File: config.mk
export PLATFORM = sky130hd
export DESIGN_NAME = binary_search_ctrl
export DESIGN_NICKNAME = d
export VERILOG_FILES = /design/src/rtl/binary_search_ctrl.sv
export SDC_FILE = /design/constraint.sdc
export NUM_CORES = 1
export LEC_CHECK = 0
export ABC_AREA = 1
export CORE_MARGIN = 5
export CORE_UTILIZATION = 35
export DETAILED_ROUTE_END_ITERATION = 10
export DONT_BUFFER_PORTS = 1
export HOLD_SLACK_MARGIN = 0.12
export PLACE_DENSITY = 0.53
export SYNTH_ARGS = -nofsm -noshare
export SYNTH_HDL_FRONTEND = slang
export SYNTH_SLANG_ARGS = --single-unit
File: constraint.sdc
create_clock -name clk -period 3.5 [get_ports clk]
set_input_delay 0.525 -clock clk [delete_from_list [all_inputs] [get_ports clk]]
set_output_delay 0.525 -clock clk [all_outputs]
set_load 0.05 [all_outputs]
File: src/rtl/binary_search_ctrl.sv
// Binary-searches an unknown target through an external magnitude comparator.
// Each probe is held SETTLE_CYC cycles, then eg/agb/alb steer the next bound.
module binary_search_ctrl #(
  parameter int WIDTH      = 4,
  parameter int SETTLE_CYC = 1
) (
  input  logic             clk,
  input  logic             rst_n,
  input  logic             start,
  input  logic             cmp_eg,
  input  logic             cmp_agb,
  input  logic             cmp_alb,
  output logic [WIDTH-1:0] probe,
  output logic             busy,
  output logic             done,
  output logic             found,
  output logic             err,
  output logic [WIDTH-1:0] result
);

  localparam int CW = (SETTLE_CYC > 1) ? $clog2(SETTLE_CYC) : 1;

  typedef enum logic [1:0] {IDLE, SEARCH, DONE} state_t;

  state_t           state_q, state_d;
  logic [WIDTH-1:0] lo_q, lo_d, hi_q, hi_d;
  logic [WIDTH-1:0] probe_q, probe_d, result_q, result_d;
  logic [CW-1:0]    cnt_q, cnt_d;
  logic             busy_q, busy_d, done_q, done_d;
  logic             found_q, found_d, err_q, err_d;
  logic             recalc;
  logic             finish;
  logic [WIDTH:0]   span;

  always_comb begin
    state_d  = state_q;
    lo_d     = lo_q;
    hi_d     = hi_q;
    probe_d  = probe_q;
    result_d = result_q;
    cnt_d    = cnt_q;
    busy_d   = busy_q;
    done_d   = 1'b0;
    found_d  = found_q;
    err_d    = err_q;
    recalc   = 1'b0;
    finish   = 1'b0;

    case (state_q)
      IDLE: begin
        busy_d = 1'b0;
        if (start) begin
          lo_d    = '0;
          hi_d    = '1;
          found_d = 1'b0;
          err_d   = 1'b0;
          busy_d  = 1'b1;
          recalc  = 1'b1;
          state_d = SEARCH;
        end
      end
      SEARCH: begin
        if (cnt_q != '0) begin
          cnt_d = cnt_q - 1'b1;
        end else begin
          case ({cmp_eg, cmp_agb, cmp_alb})
            3'b100: begin
              found_d = 1'b1;
              finish  = 1'b1;
            end
            3'b010: begin
              if (probe_q == hi_q) finish = 1'b1;
              else begin
                lo_d   = probe_q + 1'b1;
                recalc = 1'b1;
              end
            end
            3'b001: begin
              // probe==lo stops before probe-1 could wrap below zero
              if (probe_q == lo_q) finish = 1'b1;
              else begin
                hi_d   = probe_q - 1'b1;
                recalc = 1'b1;
              end
            end
            default: begin
              err_d  = 1'b1;
              finish = 1'b1;
            end
          endcase
        end
      end
      DONE: begin
        state_d = IDLE;
      end
      default: state_d = IDLE;
    endcase

    if (finish) begin
      result_d = probe_q;
      busy_d   = 1'b0;
      done_d   = 1'b1;
      state_d  = DONE;
    end

    // Midpoint evaluated one bit wider so hi-lo never wraps.
    span = {1'b0, hi_d} - {1'b0, lo_d};
    if (recalc) begin
      probe_d = lo_d + WIDTH'(span >> 1);
      cnt_d   = CW'(SETTLE_CYC - 1);
    end
  end

  always_ff @(posedge clk or negedge rst_n) begin
    if (!rst_n) begin
      state_q  <= IDLE;
      lo_q     <= '0;
      hi_q     <= '0;
      probe_q  <= '0;
      result_q <= '0;
      cnt_q    <= '0;
      busy_q   <= 1'b0;
      done_q   <= 1'b0;
      found_q  <= 1'b0;
      err_q    <= 1'b0;
    end else begin
      state_q  <= state_d;
      lo_q     <= lo_d;
      hi_q     <= hi_d;
      probe_q  <= probe_d;
      result_q <= result_d;
      cnt_q    <= cnt_d;
      busy_q   <= busy_d;
      done_q   <= done_d;
      found_q  <= found_d;
      err_q    <= err_d;
    end
  end

  assign probe  = probe_q;
  assign busy   = busy_q;
  assign done   = done_q;
  assign found  = found_q;
  assign err    = err_q;
  assign result = result_q;

endmodule

==> results of run 1 <==
[worst max path at each step]
stage	startpoint	end
after floorplan	probe[2]$_DFFE_PN0P_	probe[3]$_DFFE_PN0P_
after global placement	cmp_alb	probe[3]$_DFFE_PN0P_
after detailed placement	probe[2]$_DFFE_PN0P_	probe[3]$_DFFE_PN0P_
after CTS	probe[2]$_DFFE_PN0P_	probe[3]$_DFFE_PN0P_
after global routing	probe[3]$_DFFE_PN0P_	probe[3]$_DFFE_PN0P_
final	probe[1]$_DFFE_PN0P_	probe[3]$_DFFE_PN0P_
[worst max-delay path: stages, from the launching register on]
cell and delay [ps]:
dfrtp_2 460, inv_2 120, nand2_1 60, nand2_1 60, nor2_1 40, nand2_2 90
nand2_4 80, nor2_2 160, inv_1 90, o22ai_4 160, inv_1 90, ha_4 300
nand2_1 50, inv_1 60, nand2_2 60, nand2_1 50, nand2_1 40, nand2_1 90
ha_4 220, nand2_1 60, nor2_1 40, a211oi_2 240, xor2_1 210, inv_1 60
nand2_1 50, nand3_1 70, o21ai_1 90
[area by class of cell]
cell class                 count  area, µm²
tap                           50       62.6
fill                         418       2260
timing repair buffer          15        115
sequential                    22        554
multi-input combinational    127        840
clock buffer                   4       55.1
inverter                      38        143
[per-stage QoR]
stage / total power, W / instance area (µm²) / TNS [ps]
after floorplan: 0.00132 / 1460 / 0
after global placement: 0.00154 / 1570 / 0
after detailed placement: 0.00154 / 1570 / 0
after CTS: 0.00173 / 1640 / 0
after global routing: 0.00204 / 1770 / -19.5
final: 0.00186 / 1770 / 0
[repair_timing]
| action | CTS | global route |
|---|---|---|
| hold buffers | 1 | 0 |
| setup endpoints to repair | 0 | 1 |
| setup buffers | 0 | 7 |
| hold endpoints to repair | 22 | 0 |
| resized for setup | 0 | 17 |
[registers in the layout (all words and copies together) (netlist names)]
name,cells
state_q,2
done,1
result,4
err,1
busy,1
hi_q,4
found,1
probe,4
lo_q,4
[cells by family (layout without fill, tap and decap cells)]
family | after synthesis | after routing | share of synthesized area
AO/OA/AOI/OAI | 22 | 22 | 0.102
AND/OR/NAND/NOR | 88 | 88 | 0.282
adder cells (fa/ha/maj) | 10 | 10 | 0.0957
flip-flops | 22 | 22 | 0.376
XOR/XNOR | 7 | 7 | 0.0419
buffers and inverters | 39 | 57 | 0.103
[metal layers]
| layer | up-vias | part of all wire | track usage |
|---|---|---|---|
| li1 | 612 | - | - |
| met1 | 545 | 0.48 | 0.169 |
| met2 | 22 | 0.47 | 0.218 |
| met3 | 5 | 0.036 | 0.0200 |
| met4 | 0 | 0.015 | 0.0415 |
| met5 | - | 0 | 0 |
[placed cells by master (no fill, tap or decap), types with 2 or more instances in the layout]
| master | instances |
|---|---|
| xnor2_1 | 3 |
| dfrtp_2 | 3 |
| nand3_1 | 8 |
| nand3_2 | 2 |
| nand2_1 | 50 |
| inv_2 | 7 |
| dfrtp_1 | 19 |
| nor2_2 | 5 |
| o21ai_1 | 5 |
| ha_1 | 6 |
| nor2_4 | 2 |
| inv_1 | 31 |
| o21ai_0 | 6 |
| ha_4 | 2 |
| xor2_1 | 3 |
| a22oi_2 | 3 |
| nand2_2 | 9 |
| nor2_1 | 9 |
| clkbuf_8 | 4 |
| a21oi_1 | 2 |
| buf_4 | 14 |
| nor3_2 | 2 |
[power by group through the flow]
stage	clock (W)	sequential, W	combinational (W)
after floorplan	0	0.000671	0.000647
after global placement	0	0.000623	0.000914
after detailed placement	0	0.000626	0.000911
after CTS	0.000187	0.000620	0.000923
after global routing	0.000198	0.000639	0.00120
final	0.000187	0.000617	0.00105
==> key figures, run 1 <==
Power and ir drop
  – Sw Share: 0.530
  – Clk pwr share: 0.101
  – Comb pwr share: 0.568
  – Power per cell area: between 1000 and 1500 nW/µm²
  – Leakage: about 0.88 nW
  – Pint: just under 0.0009 W
  – Net Switching: between 0.0009 and 0.001 W
  – Seq pwr share: 0.332
  – VDD IR max: ~0.47 mV

STA
  – Max Fclk: 0.315 GHz
  – Least-Margin Pin Slew: between 1000 and 1500 ps
  – Tmin final: approximately 3200 ps
  – Setup WS post-layout: roughly 320 ps
  – # setup viols final: 0
  – Clock Skew: between 2 and 3 ps
  – Worst rel slew slack: 0.324
  – Fin crit share: 0.908
  – Hold Violations, Final: 0
  – Hold_ws: 444 ps
  – Max Slew Vio Count: 0

Clock network
  – Worst-Skew Late Latency: ~260 ps
  – CTS sink count: 22
  – CTS Buf Count: 3
  – Clock-pin slew on the worst setup and hold paths: about 80 ps
  – # H-tree levels: 1
  – Clk root buf: clkbuf_8
  – CTS tree: built
  – CTS Buffer Depth: 2

Detailed routing
  – Average routed wire per standard cell: between 10 and 15 µm
  – WL final: between 3 and 4 mm
  – Number of nets still failing antenna checks after routing: 0
  – Initial DRT Pass Iterations: 4
  – DR iter-0 viols: 63
  – Via count: 1184
  – DR DRC count: 0
  – Vias per inst: 4.63

Synthesis
  – Cell count after synthesis: roughly 190
  – Most common cell in the netlist: nand2_1
  – Ys async rst share: 1.00
  – Post-synthesis register bit count: 22
  – Main synth FF type: dfrtp_1
  – Avg Cell Area, Syn: about 8 µm²
  – Synth top area cells: dfrtp_1 38%, nand2_1 13%, inv_1 7.9%, ha_1 6.8%, nand2_2 3.4%
  – Register area share after synthesis: 0.376
  – Count of different cell masters after synthesis: 25
  – Mapped cell area: between 1000 and 1500 µm²
  – Area share of the largest cell type after synthesis: 0.376
  – Area leader, netlist: dfrtp_1
  – Ys Warns: 0
  – Commonest cells in the netlist: 51 x nand2_1, 31 x inv_1, 22 x dfrtp_1
  – Number of flops mapped to enable cells by yosys: 0
  – Syn_nets: about 200

Finish
  – Layout cells sized above 1: 0.291
  – Ant. Diodes: 0
  – Nets: roughly 220
  – Area grow syn2layout: 20.9%
  – Final Core Density: 0.439
  – Final non-filler cell total: 256

GRT
  – First-pass GRT wire length: around 5.5 mm
  – Total gr overflow: 0
  – Total GRT Usage: 0.129
  – Maximum number of pins on one net before global-route repair: 23
  – Initial antenna violation count: 0
  – Vias in the first global route: about 1200

Placement
  – Placed Cells: about 240
  – DP HPWL: 2.56 mm
  – Buffers on Ports: 0
  – Placement Setup Slack: 56.6 ps
  – Placer Congestion: a little over 0.8

Run
  – Max-cap viol count: 0

Worst setup path
  – Worst Reg-to-Reg Cells: 26
  – Critical Path AT: 3370 ps
  – Kind of end point of the critical path: register
  – R2r setup slk: between 300 and 400 ps
  – Reg2reg end: probe[3]$_DFFE_PN0P_
  – Reg-to-Reg Start: probe[1]$_DFFE_PN0P_
  – Critical path peak fanout: 6
  – Worst Path Required: 3690 ps
  – Worst setup SP type: register
  – Critical path class: register to register

Floorplanning
  – Io pins: 18
  – Core ar.: 4030 µm²
  – Die Wd: about 75 µm
  – Cell Rows: 23
  – Die area: roughly 5600 µm²
  – Initial Util: 0.363
  – Die H: 74.7 µm

Run status
  – Status: finished, final reports clean

Worst hold path
  – HP Class: input pin to register
  – Hold Path Depth: 2
  – WHS Endpoint: found$_DFFE_PN0P_
  – Hold path startpoint: cmp_eg
(Power assumes the default switching activity.)
==> run 2: changes to the inputs <==
--- a/config.mk
+++ b/config.mk
@@ -12,6 +12,7 @@
 export DONT_BUFFER_PORTS = 1
 export HOLD_SLACK_MARGIN = 0.12
 export PLACE_DENSITY = 0.53
+export REMOVE_ABC_BUFFERS = 1
 export SYNTH_ARGS = -nofsm -noshare
 export SYNTH_HDL_FRONTEND = slang
 export SYNTH_SLANG_ARGS = --single-unit
==> key figures, run 2 (synthesis results as in run 1) <==
Finish
  – Most frequent cells in the layout: 48 x nand2_1, 30 x inv_1, 21 x dfrtp_1
  – Fillers: 427 (+2.2%)
  – Ant. Diodes: 0 (unchanged)
  – Most common cell after layout, fill and taps aside: nand2_1
  – Layout cells sized above 1: 0.306 (+0.0150)
  – Final non-filler cell total: 259 (+1.2%)
  – Area grow syn2layout: 22.9%
  – Final Core Density: 0.447 (+0.00745)
  – Design area: 1800 µm² (+1.7%)
  – Nets: 226 (+1.3%)

Worst setup path
  – Critical path cell sequence: buf_4 > nand2_1 > nand2_1 > nor2_1 > nand2_2 > nand3_2 > inv_1 > a22oi_2 > ha_4 > nand2_1 > inv_1 > nand2_2 > nand2_1 > nand2_1 > nand2_2 > ha_4 > nand2_1 > nor2_1 > a211oi_2 > xor2_1 > inv_1 > nand2_1 > nand3_1 > o21ai_1
  – Slowest-stage cell, CP: dfrtp_1
  – Critical path class: register to register
  – Worst Reg-to-Reg Cells: 24 (-7.7%)
  – Max incr delay on CP: 430 ps (-30 ps)
  – Worst Path Required: 3700 ps (about the same)
  – Critical path peak fanout: 5 (-1)
  – Stages on worst setup path: 24 (-7.7%)
  – Worst setup SP type: register
  – Kind of end point of the critical path: register
  – Top delay family on crit path: simple AND/OR/NAND/NOR gates
  – WP buf/inv: 4 (-1)
  – Crit path top cell by count: nand2_1
  – Critical Path AT: 3370 ps (about the same)

STA
  – # setup viols final: 0 (unchanged)
  – Fin crit share: 0.906 (-0.00233)
  – Max Slew Vio Count: 0 (unchanged)
  – Max Fclk: 0.315 GHz (+0.26%)
  – Worst rel slew slack: 0.343 (+0.0189)
  – Clock Skew: 2.10 ps (-0.473 ps)
  – Tmin final: 3170 ps (-8.17 ps)
  – Setup WS post-layout: 329 ps (+8.17 ps)
  – Hold Violations, Final: 0 (unchanged)
  – Least-Margin Pin Slew: 983 ps (-28.2 ps)
  – Setup_tns: 0 ps (unchanged)

Floorplanning
  – Die area: 5580 µm² (unchanged)
  – Core ar.: 4030 µm² (unchanged)
  – Io pins: 18 (unchanged)
  – Die Wd: 74.7 µm (unchanged)
  – Die H: 74.7 µm (unchanged)
  – Initial Util: 0.363 (unchanged)
  – Cell Rows: 23 (unchanged)

Worst hold path
  – Hold Path Depth: 2 (unchanged)
  – HP Class: input pin to register

Placement
  – Placed cell area: 1590 µm² (+0.96%)
  – Placement Setup Slack: -16.6 ps (-73.1 ps)
  – Placer Congestion: 0.812 (-1.9%)
  – Placed Cells: 246 (+0.82%)
  – Buffers on Ports: 0 (unchanged)
  – DP HPWL: 2.60 mm (+1.5%)

Detailed routing
  – Average routed wire per standard cell: 13.2 µm (+2.1%)
  – Number of nets still failing antenna checks after routing: 0 (unchanged)
  – Vias per inst: 4.60 (-0.57%)
  – Initial DRT Pass Iterations: 4 (unchanged)
  – Via count: 1191 (+0.59%)
  – DR iter-0 viols: 64 (+1.6%)
  – WL final: 3.42 mm (+3.3%)
  – DR DRC count: 0 (unchanged)

Power and ir drop
  – Power per cell area: 1040 nW/µm² (-0.71%)
  – VDD IR max: 0.365 mV (-23%)
  – Leakage: 0.898 nW (+2.2%)

GRT
  – Vias in the first global route: 1170 (-1.1%)
  – Total GRT Usage: 0.129 (+0.000736)
  – First-pass GRT wire length: 5.39 mm (-1.2%)
  – Initial antenna violation count: 0 (unchanged)
  – Maximum number of pins on one net before global-route repair: 23 (unchanged)
  – Total gr overflow: 0 (unchanged)

Clock network
  – Clk root buf: clkbuf_8
  – CTS sink count: 22 (unchanged)
  – CTS Buf Count: 3 (unchanged)
  – Clock-pin slew on the worst setup and hold paths: 80 ps (about the same)
  – CTS Buffer Depth: 2 (unchanged)
  – CTS tree: built
  – Worst-Skew Late Latency: 260 ps (about the same)
  – # H-tree levels: 1 (unchanged)

Run status
  – Status: finished, final reports clean

Run
  – Max-cap viol count: 0 (unchanged)
[run 2: changes by cell type in the layout (fill, tap and decap cells not counted), sizes merged]
cell / change
buf: +3
[run 2: final cells by class]
| class | count | area (µm²) | area share |
|---|---|---|---|
| inverters | 38 | 143 | 0.0793 |
| flip-flops and latches | 22 | 552 | 0.307 |
| multi-input cells | 127 | 850 | 0.472 |
| repair buffers | 18 | 138 | 0.0765 |
| clock buffers | 4 | 55.1 | 0.0306 |
| well taps | 50 | 62.6 | 0.0348 |
[run 2: per-stage QoR]
step	power (W)	hold WS, ps
after floorplan	0.00131	229
after global placement	0.00154	230
after detailed placement	0.00155	230
after CTS	0.00174	468
after global routing	0.00204	473
final	0.00188	468
[run 2: where the power goes]
group,switching [W],internal (W)
Combinational,0.000650,0.000429
Sequential,0.000250,0.000362
Clock,0.0000850,0.000100
[run 2: what timing repair did]
item,4_1_cts,5_1_grt
hold buffers,1,0
endpoints found under the hold margin,22,0
resized for setup,0,19
setup buffers,0,8
endpoints found under the setup margin,0,1
[run 2: layer usage]
metal  GRT usage  vias to the layer above  share of wire
li1            -                      619              -
met1       0.169                      541           0.47
met2       0.214                       24           0.47
met3      0.0200                        7          0.032
met4      0.0553                        0          0.023
met5           0                        -              0
[run 2: worst paths after layout]
path	end	slack, ps	start
max	probe[3]$_DFFE_PN0P_	330	probe[0]$_DFFE_PN0P_
min	found$_DFFE_PN0P_	470	cmp_eg
max reg2reg	probe[3]$_DFFE_PN0P_	330	probe[0]$_DFFE_PN0P_
min reg2reg	lo_q[3]$_DFF_PN0_	560	lo_q[3]$_DFF_PN0_
max in group asynchronous	probe[1]$_DFFE_PN0P_	1970	rst_n
min in group asynchronous	found$_DFFE_PN0P_	860	rst_n
